File: config.mk
export PLATFORM = sky130hd
export DESIGN_NAME = wb_intercon_n
export DESIGN_NICKNAME = d
export VERILOG_FILES = /design/src/rtl/wb_intercon_n.sv
export SDC_FILE = /design/constraint.sdc
export NUM_CORES = 1
export LEC_CHECK = 0
export CORE_AREA = 10 10 116 118
export DETAILED_ROUTE_END_ITERATION = 7
export DIE_AREA = 0 0 126 128
export PLACE_DENSITY = 0.71
export SYNTH_ARGS = -nofsm -noshare
export SYNTH_HDL_FRONTEND = slang
export SYNTH_SLANG_ARGS = --single-unit
File: constraint.sdc
create_clock -name clk_i -period 3 [get_ports clk_i]
set_clock_uncertainty 0.1 [all_clocks]
set_input_delay 0.6 -clock clk_i [delete_from_list [all_inputs] [get_ports clk_i]]
set_output_delay 0.6 -clock clk_i [all_outputs]
set_load 0.02 [all_outputs]
File: src/rtl/wb_intercon_n.sv
// Single-master Wishbone interconnect: address-decodes one master onto N slaves,
// with a bus error for unmapped addresses and a per-transfer response timeout.
module wb_intercon_n #(
    parameter int                      data_width  = 32,
    parameter int                      num_slaves  = 4,
    parameter logic [num_slaves*32-1:0] slave_masks = '0,
    parameter logic [num_slaves*32-1:0] slave_addrs = '0,
    parameter int                      timeout     = 255
) (
    input  logic                             clk_i,
    input  logic                             rst_i,
    input  logic [31:0]                      wbm_adr_i,
    input  logic [data_width-1:0]            wbm_dat_i,
    input  logic [data_width/8-1:0]          wbm_sel_i,
    input  logic                             wbm_we_i,
    input  logic                             wbm_cyc_i,
    input  logic                             wbm_stb_i,
    output logic [data_width-1:0]            wbm_dat_o,
    output logic                             wbm_ack_o,
    output logic                             wbm_err_o,
    output logic [31:0]                      wbs_adr_o,
    output logic [data_width-1:0]            wbs_dat_o,
    output logic [data_width/8-1:0]          wbs_sel_o,
    output logic                             wbs_we_o,
    output logic [num_slaves-1:0]            wbs_cyc_o,
    output logic [num_slaves-1:0]            wbs_stb_o,
    input  logic [num_slaves*data_width-1:0] wbs_dat_i,
    input  logic [num_slaves-1:0]            wbs_ack_i,
    input  logic [num_slaves-1:0]            wbs_err_i
);
    typedef enum logic [1:0] {IDLE, ACTIVE, ERR} state_t;

    localparam int          IW      = (num_slaves > 1) ? $clog2(num_slaves) : 1;
    localparam logic [15:0] TO_LAST = 16'(timeout - 1);

    state_t        state, state_n;
    logic [IW-1:0] cur, cur_n, sel;
    logic [15:0]   cnt, cnt_n;
    logic          hit, rsp_ack, rsp_err;

    assign wbs_adr_o = wbm_adr_i;
    assign wbs_dat_o = wbm_dat_i;
    assign wbs_sel_o = wbm_sel_i;
    assign wbs_we_o  = wbm_we_i;

    // Scan downward so the lowest matching index is the last one written.
    always_comb begin
        hit = 1'b0;
        sel = '0;
        for (int k = num_slaves - 1; k >= 0; k--) begin
            if ((wbm_adr_i & slave_masks[k*32 +: 32]) == slave_addrs[k*32 +: 32]) begin
                hit = 1'b1;
                sel = IW'(k);
            end
        end
    end

    assign rsp_ack = wbs_ack_i[cur] & wbm_cyc_i;
    assign rsp_err = wbs_err_i[cur] & wbm_cyc_i;

    always_comb begin
        state_n   = state;
        cur_n     = cur;
        cnt_n     = cnt;
        wbm_dat_o = '0;
        wbm_ack_o = 1'b0;
        wbm_err_o = 1'b0;
        wbs_cyc_o = '0;
        wbs_stb_o = '0;
        case (state)
            IDLE: begin
                if (wbm_cyc_i && wbm_stb_i) begin
                    if (hit) begin
                        cur_n   = sel;
                        cnt_n   = '0;
                        state_n = ACTIVE;
                    end else begin
                        state_n = ERR;
                    end
                end
            end
            ACTIVE: begin
                wbs_cyc_o[cur] = wbm_cyc_i;
                wbs_stb_o[cur] = wbm_stb_i;
                wbm_dat_o      = wbs_dat_i[int'(cur)*data_width +: data_width];
                // An err alongside an ack wins; the ack is suppressed.
                wbm_err_o      = rsp_err;
                wbm_ack_o      = rsp_ack & ~rsp_err;
                if (!wbm_cyc_i || rsp_ack || rsp_err) begin
                    state_n = IDLE;
                    cnt_n   = '0;
                end else if (timeout != 0 && cnt == TO_LAST) begin
                    state_n = ERR;
                    cnt_n   = '0;
                end else begin
                    cnt_n = cnt + 16'd1;
                end
            end
            ERR: begin
                wbm_err_o = 1'b1;
                state_n   = IDLE;
            end
            default: state_n = IDLE;
        endcase
    end

    always_ff @(posedge clk_i) begin
        if (rst_i) begin
            state <= IDLE;
            cur   <= '0;
            cnt   <= '0;
        end else begin
            state <= state_n;
            cur   <= cur_n;
            cnt   <= cnt_n;
        end
    end
endmodule

* Word level (Yosys, flattened, before mapping)
Cells that the tools add are included.
Operators by class: $add $sub $neg 1, equal/unequal tests 5, mux-type cells 13, bitwise gates (word level) 4, reduce and logical (&&, ||, !) cells 8
Operators by type and width (count):
- 2-to-1 mux 16 bit | 3
- 2-to-1 mux 32 bit | 1
- one-hot mux 16 bit (2 select lines) | 1
- adder 16 x 1 -> 16 bit (second input constant) | 1
- == test 16 x 8 -> 1 bit (second input constant) | 1
- 2-to-1 mux 2 bit | 3
- one-hot mux 2 bit (2 select lines) | 1
- AND reduction 2 bit | 2
- bitwise AND 1 bit | 3
- 2-to-1 mux 1 bit | 3
- != test 3 bit (second input constant) | 1
- == test 2 x 1 -> 1 bit (second input constant) | 1
- == test 2 bit (second input constant) | 1
- zero test 2 bit | 1
- logical OR 1 bit | 2
- != test 2 bit (second input constant) | 1
- one-hot mux 1 bit (2 select lines) | 1
- nonzero test 2 bit | 1
- logical AND 1 bit | 1
- zero test 1 bit | 1
- inverter 1 bit | 1
Storage, ports and cells: bits in registers 18, output and inout bits 111

* Logic depth before layout (Yosys ltp)
depth in word-level cells 5, gate-level depth with buffers 8, depth with buffers taken out 6

* Least setup slack after synthesis
Ideal clock, no wire load.
path kind flip-flop to flip-flop, from register cnt[2], to register cnt[4], arrival 1879 ps, required time 2763 ps, slack 884 ps, cell stages (with the launch flop) 8, buffers on the path 3, path through dfxtp_1 -> buf_4 -> or4b_1 -> or4_4 -> buf_6 -> a21oi_4 -> buf_8 -> nor3_2
Between the ends: word-level cells in the longest chain between the ends 4, elaborated cells between the ends (all ways) 5, those cells by class 1 x add/sub; 1 x eq/ne; 3 x mux
RTL lines:
- start: declaration | line 38 | logic [15:0] cnt, cnt_n;
- start signal: assignment | line 115 | cnt <= cnt_n;
- adder 16 x 1 -> 16 bit / == test 16 x 8 -> 1 bit (equally long branches) | line 96, 92
- 2-to-1 mux 16 bit * | line 92 | end else if (timeout != 0 && cnt == TO_LAST) begin
- 2-to-1 mux 16 bit * | line 89 | if (!wbm_cyc_i || rsp_ack || rsp_err) begin
- one-hot mux 16 bit (2 select lines) * | line 70 | case (state)
Every way passes the cells marked *; elsewhere a longest branch is shown, timed or not. A chain may end at the register's enable or synchronous reset.

* Worst setup path after layout
from input port wbm_cyc_i, to output port wbm_err_o
Between the ends: word-level cells in the longest chain between the ends 2
RTL lines:
- start: declaration | line 16 | input logic wbm_cyc_i,
- bitwise AND 1 bit | line 59 | assign rsp_err = wbs_err_i[cur] & wbm_cyc_i;
- one-hot mux 1 bit (2 select lines) | line 70
- end: declaration | line 20 | output logic wbm_err_o,
No other way between the ends.

==> impl_metrics.json <==
{
  "status": "completed",
  "dp.final_hpwl_um": 4910,
  "crit_path_end_kind": "output port",
  "start_kind": "primary input",
  "layout.area.seq_um2": 360,
  "grt_first_pass_wirelength_um": 8800,
  "muxShareOfSynthArea_pct": 0,
  "die_area_mm2": 0.0161,
  "htreeDepth": 1,
  "rsz0062_at_grt": "false",
  "max_freq_mhz": 360,
  "dr.pass1.iters": 4,
  "die_w_um": 126,
  "tightest_slew_ns": 0.948,
  "cts_buffers": 3,
  "synthXorXnorAreaFrac_pct": 2.79,
  "p_seq_share_pct": 35.8,
  "synth_simple_gate_area_share_pct": 26.6,
  "crit_required_ns": 2.30,
  "maxSlewHeadroom_pct": 36.6,
  "cts_hold_buf": 0,
  "clock_path_buffers": 2,
  "crit_fanout": 3,
  "cts_resized": 0,
  "grt_max_degree": 34,
  "power.density_mw_per_mm2": 296,
  "grt_util_all_layers_pct": 6.74,
  "insertion_delay_ns": 0.25,
  "n_antenna_cell": 0,
  "synth_area_mm2": 0.00188,
  "clockRootBuffer": "clkbuf_16",
  "grt_remaining_overflow": 0,
  "hold_violations": 0,
  "fillers": 1243,
  "ys_seq_area_share_pct": 19.1,
  "combPwrFrac_pct": 25.7,
  "multi_input_area_um2": 898,
  "power_mw": 0.674,
  "wl_per_cell_um": 15.1,
  "drc": 0,
  "grt_pass1_vias": 1505,
  "via_per_inst": 3.99,
  "start_util_pct": 16.8,
  "tns_ns": 0,
  "p_int_mw": 0.507,
  "layout_commonest_cell": "clkdlybuf4s50_1",
  "synth_fa_ha_area_share_pct": 3.32,
  "p_leak_nw": 0.733,
  "min_path_type": "reg -> reg",
  "min_period_ns": 2.78,
  "ant_nets": 0,
  "cts.sinks": 18,
  "finalCritPeriodShare_pct": 92.7,
  "antenna_found_initial": 0,
  "dr_total_vias": 1497,
  "peakVddDrop_mv": 0.151,
  "power.switching_mw": 0.167,
  "p_clk_share_pct": 38.5,
  "finalWirelength_um": 5670,
  "maxCapViolations": 0,
  "final_max_slew_viol_count": 0,
  "final_cell_mix": "clkdlybuf4s50_1 (73), and2_1 (34), dfxtp_1 (18), nand2_1 (10), a21oi_1 (8)",
  "cts_tree": "done",
  "core_mm2": 0.0112,
  "cts.reportedPaths.clkPinSlew_ns": 0.05,
  "syn_inst": 233,
  "synth_compound_gate_area_share_pct": 13.8,
  "nets": 448,
  "synth.distinct_cells": 35,
  "dieHeight_um": 128,
  "synth-seq-cells": 18,
  "postCtsSetupBuffers": 0,
  "io_pins": 320,
  "swShare_pct": 24.8,
  "synth_top_family_by_area": "buffers and inverters",
  "worst-endpoint-arrival_ns": 2.08,
  "gp_congestion": 0.783,
  "critPathKind": "in -> out",
  "area_delta_synth_final_pct": 21.2,
  "rows": 39,
  "drive_gt1_share_pct": 8.19,
  "port-buffer-count": 73,
  "syn_avg_cell_area_um2": 8.08,
  "drt-initial-drc-count": 50,
  "setup-violations-final": 0,
  "yosys_warnings": 0
}
## power groups by stage
stage,clock network (mW),logic [mW],registers [mW]
6_report,0.259,0.173,0.241
5_1_grt,0.278,0.188,0.241
2_1_floorplan,0,0.220,0.246
3_3_place_gp,0,0.173,0.246
4_1_cts,0.268,0.176,0.241
3_5_place_dp,0,0.176,0.246
## synthesized netlist by cell type (all sizes together)
library cell | count | area share [%]
buf | 79 | 32
and2 | 34 | 11
dfxtp | 18 | 19
a211oi | 12 | 6.4
nand2 | 10 | 2.0
a21oi | 9 | 3.0
nor3 | 7 | 3.5
o21ai | 7 | 1.9
or3 | 7 | 2.3
inv | 6 | 1.2
nand3 | 6 | 1.6
xnor2 | 6 | 2.8
clkbuf | 5 | 1.0
ha | 5 | 3.3
nand4 | 5 | 1.7
a211o | 2 | 0.93
a21o | 2 | 0.80
nor2b | 2 | 0.66
or4 | 2 | 1.0
a2111oi | 1 | 0.47
and4 | 1 | 0.47
conb | 1 | 0.20
nand2b | 1 | 0.33
nand3b | 1 | 0.40
nand4b | 1 | 0.47
nor3b | 1 | 0.40
o211ai | 1 | 0.40
or4b | 1 | 0.53
## worst max-delay path: stages
cell,delay [ns]
clkdlybuf4s50_1,0.50
nand2_1,0.10
inv_1,0.08
a21oi_1,0.06
nor2b_1,0.11
clkdlybuf4s50_1,0.62
## layer usage
layer | routed length (µm) | GRT usage [%] | vias to the layer above
met3 | 1010 | 5.33 | 14
met1 | 1990 | 6.30 | 661
met5 | 0 | 0 | -
met2 | 2590 | 11.2 | 121
met4 | 81 | 2.01 | 0
li1 | - | - | 701
## sequential cells by signal, summed over array words and instances, names as in the netlist
| name | count |
|---|---|
| cnt | 16 |
| state | 2 |
## final timing paths
path,from,endpoint,slack (ns),cells past startpoint
max,wbm_cyc_i,wbm_err_o,0.22,6
max reg2reg,cnt[2],cnt[14],0.60,4
min,cnt[15],cnt[15],0.40,2
min reg2reg,cnt[15],cnt[15],0.40,2
## kinds of logic after synthesis
family	count (synthesis)
buffers and inverters	90
AOI/OAI and AO/OA	34
and+or+nand+nor	79
DFF	18
other	1
xor gates and xnor gates	6
adders and majority gates	5
## stage by stage
stage                     worst slack (ns)  utilization, %  instances  cell area, µm²  hold slack (ns)
after floorplan                      0.884               -        238            1900            0.363
after global placement               0.230            19.7        372            2210            0.376
after detailed placement             0.217            19.7        372            2210            0.391
after CTS                            0.212            20.3        375            2280            0.404
after global routing                 0.135            20.3        375            2280            0.447
final                                0.219            20.3        375            2280            0.399
## cell type report
| class | count | share of cell area (%) |
|---|---|---|
| Sequential cell | 18 | 15.8 |
| Tap cell | 143 | 7.84 |
| Multi-Input combinational cell | 130 | 39.4 |
| Clock buffer | 3 | 3.29 |
| Inverter | 6 | 0.987 |
| Timing Repair Buffer | 75 | 32.7 |
Note: power is estimated with default switching activity, not from simulation.
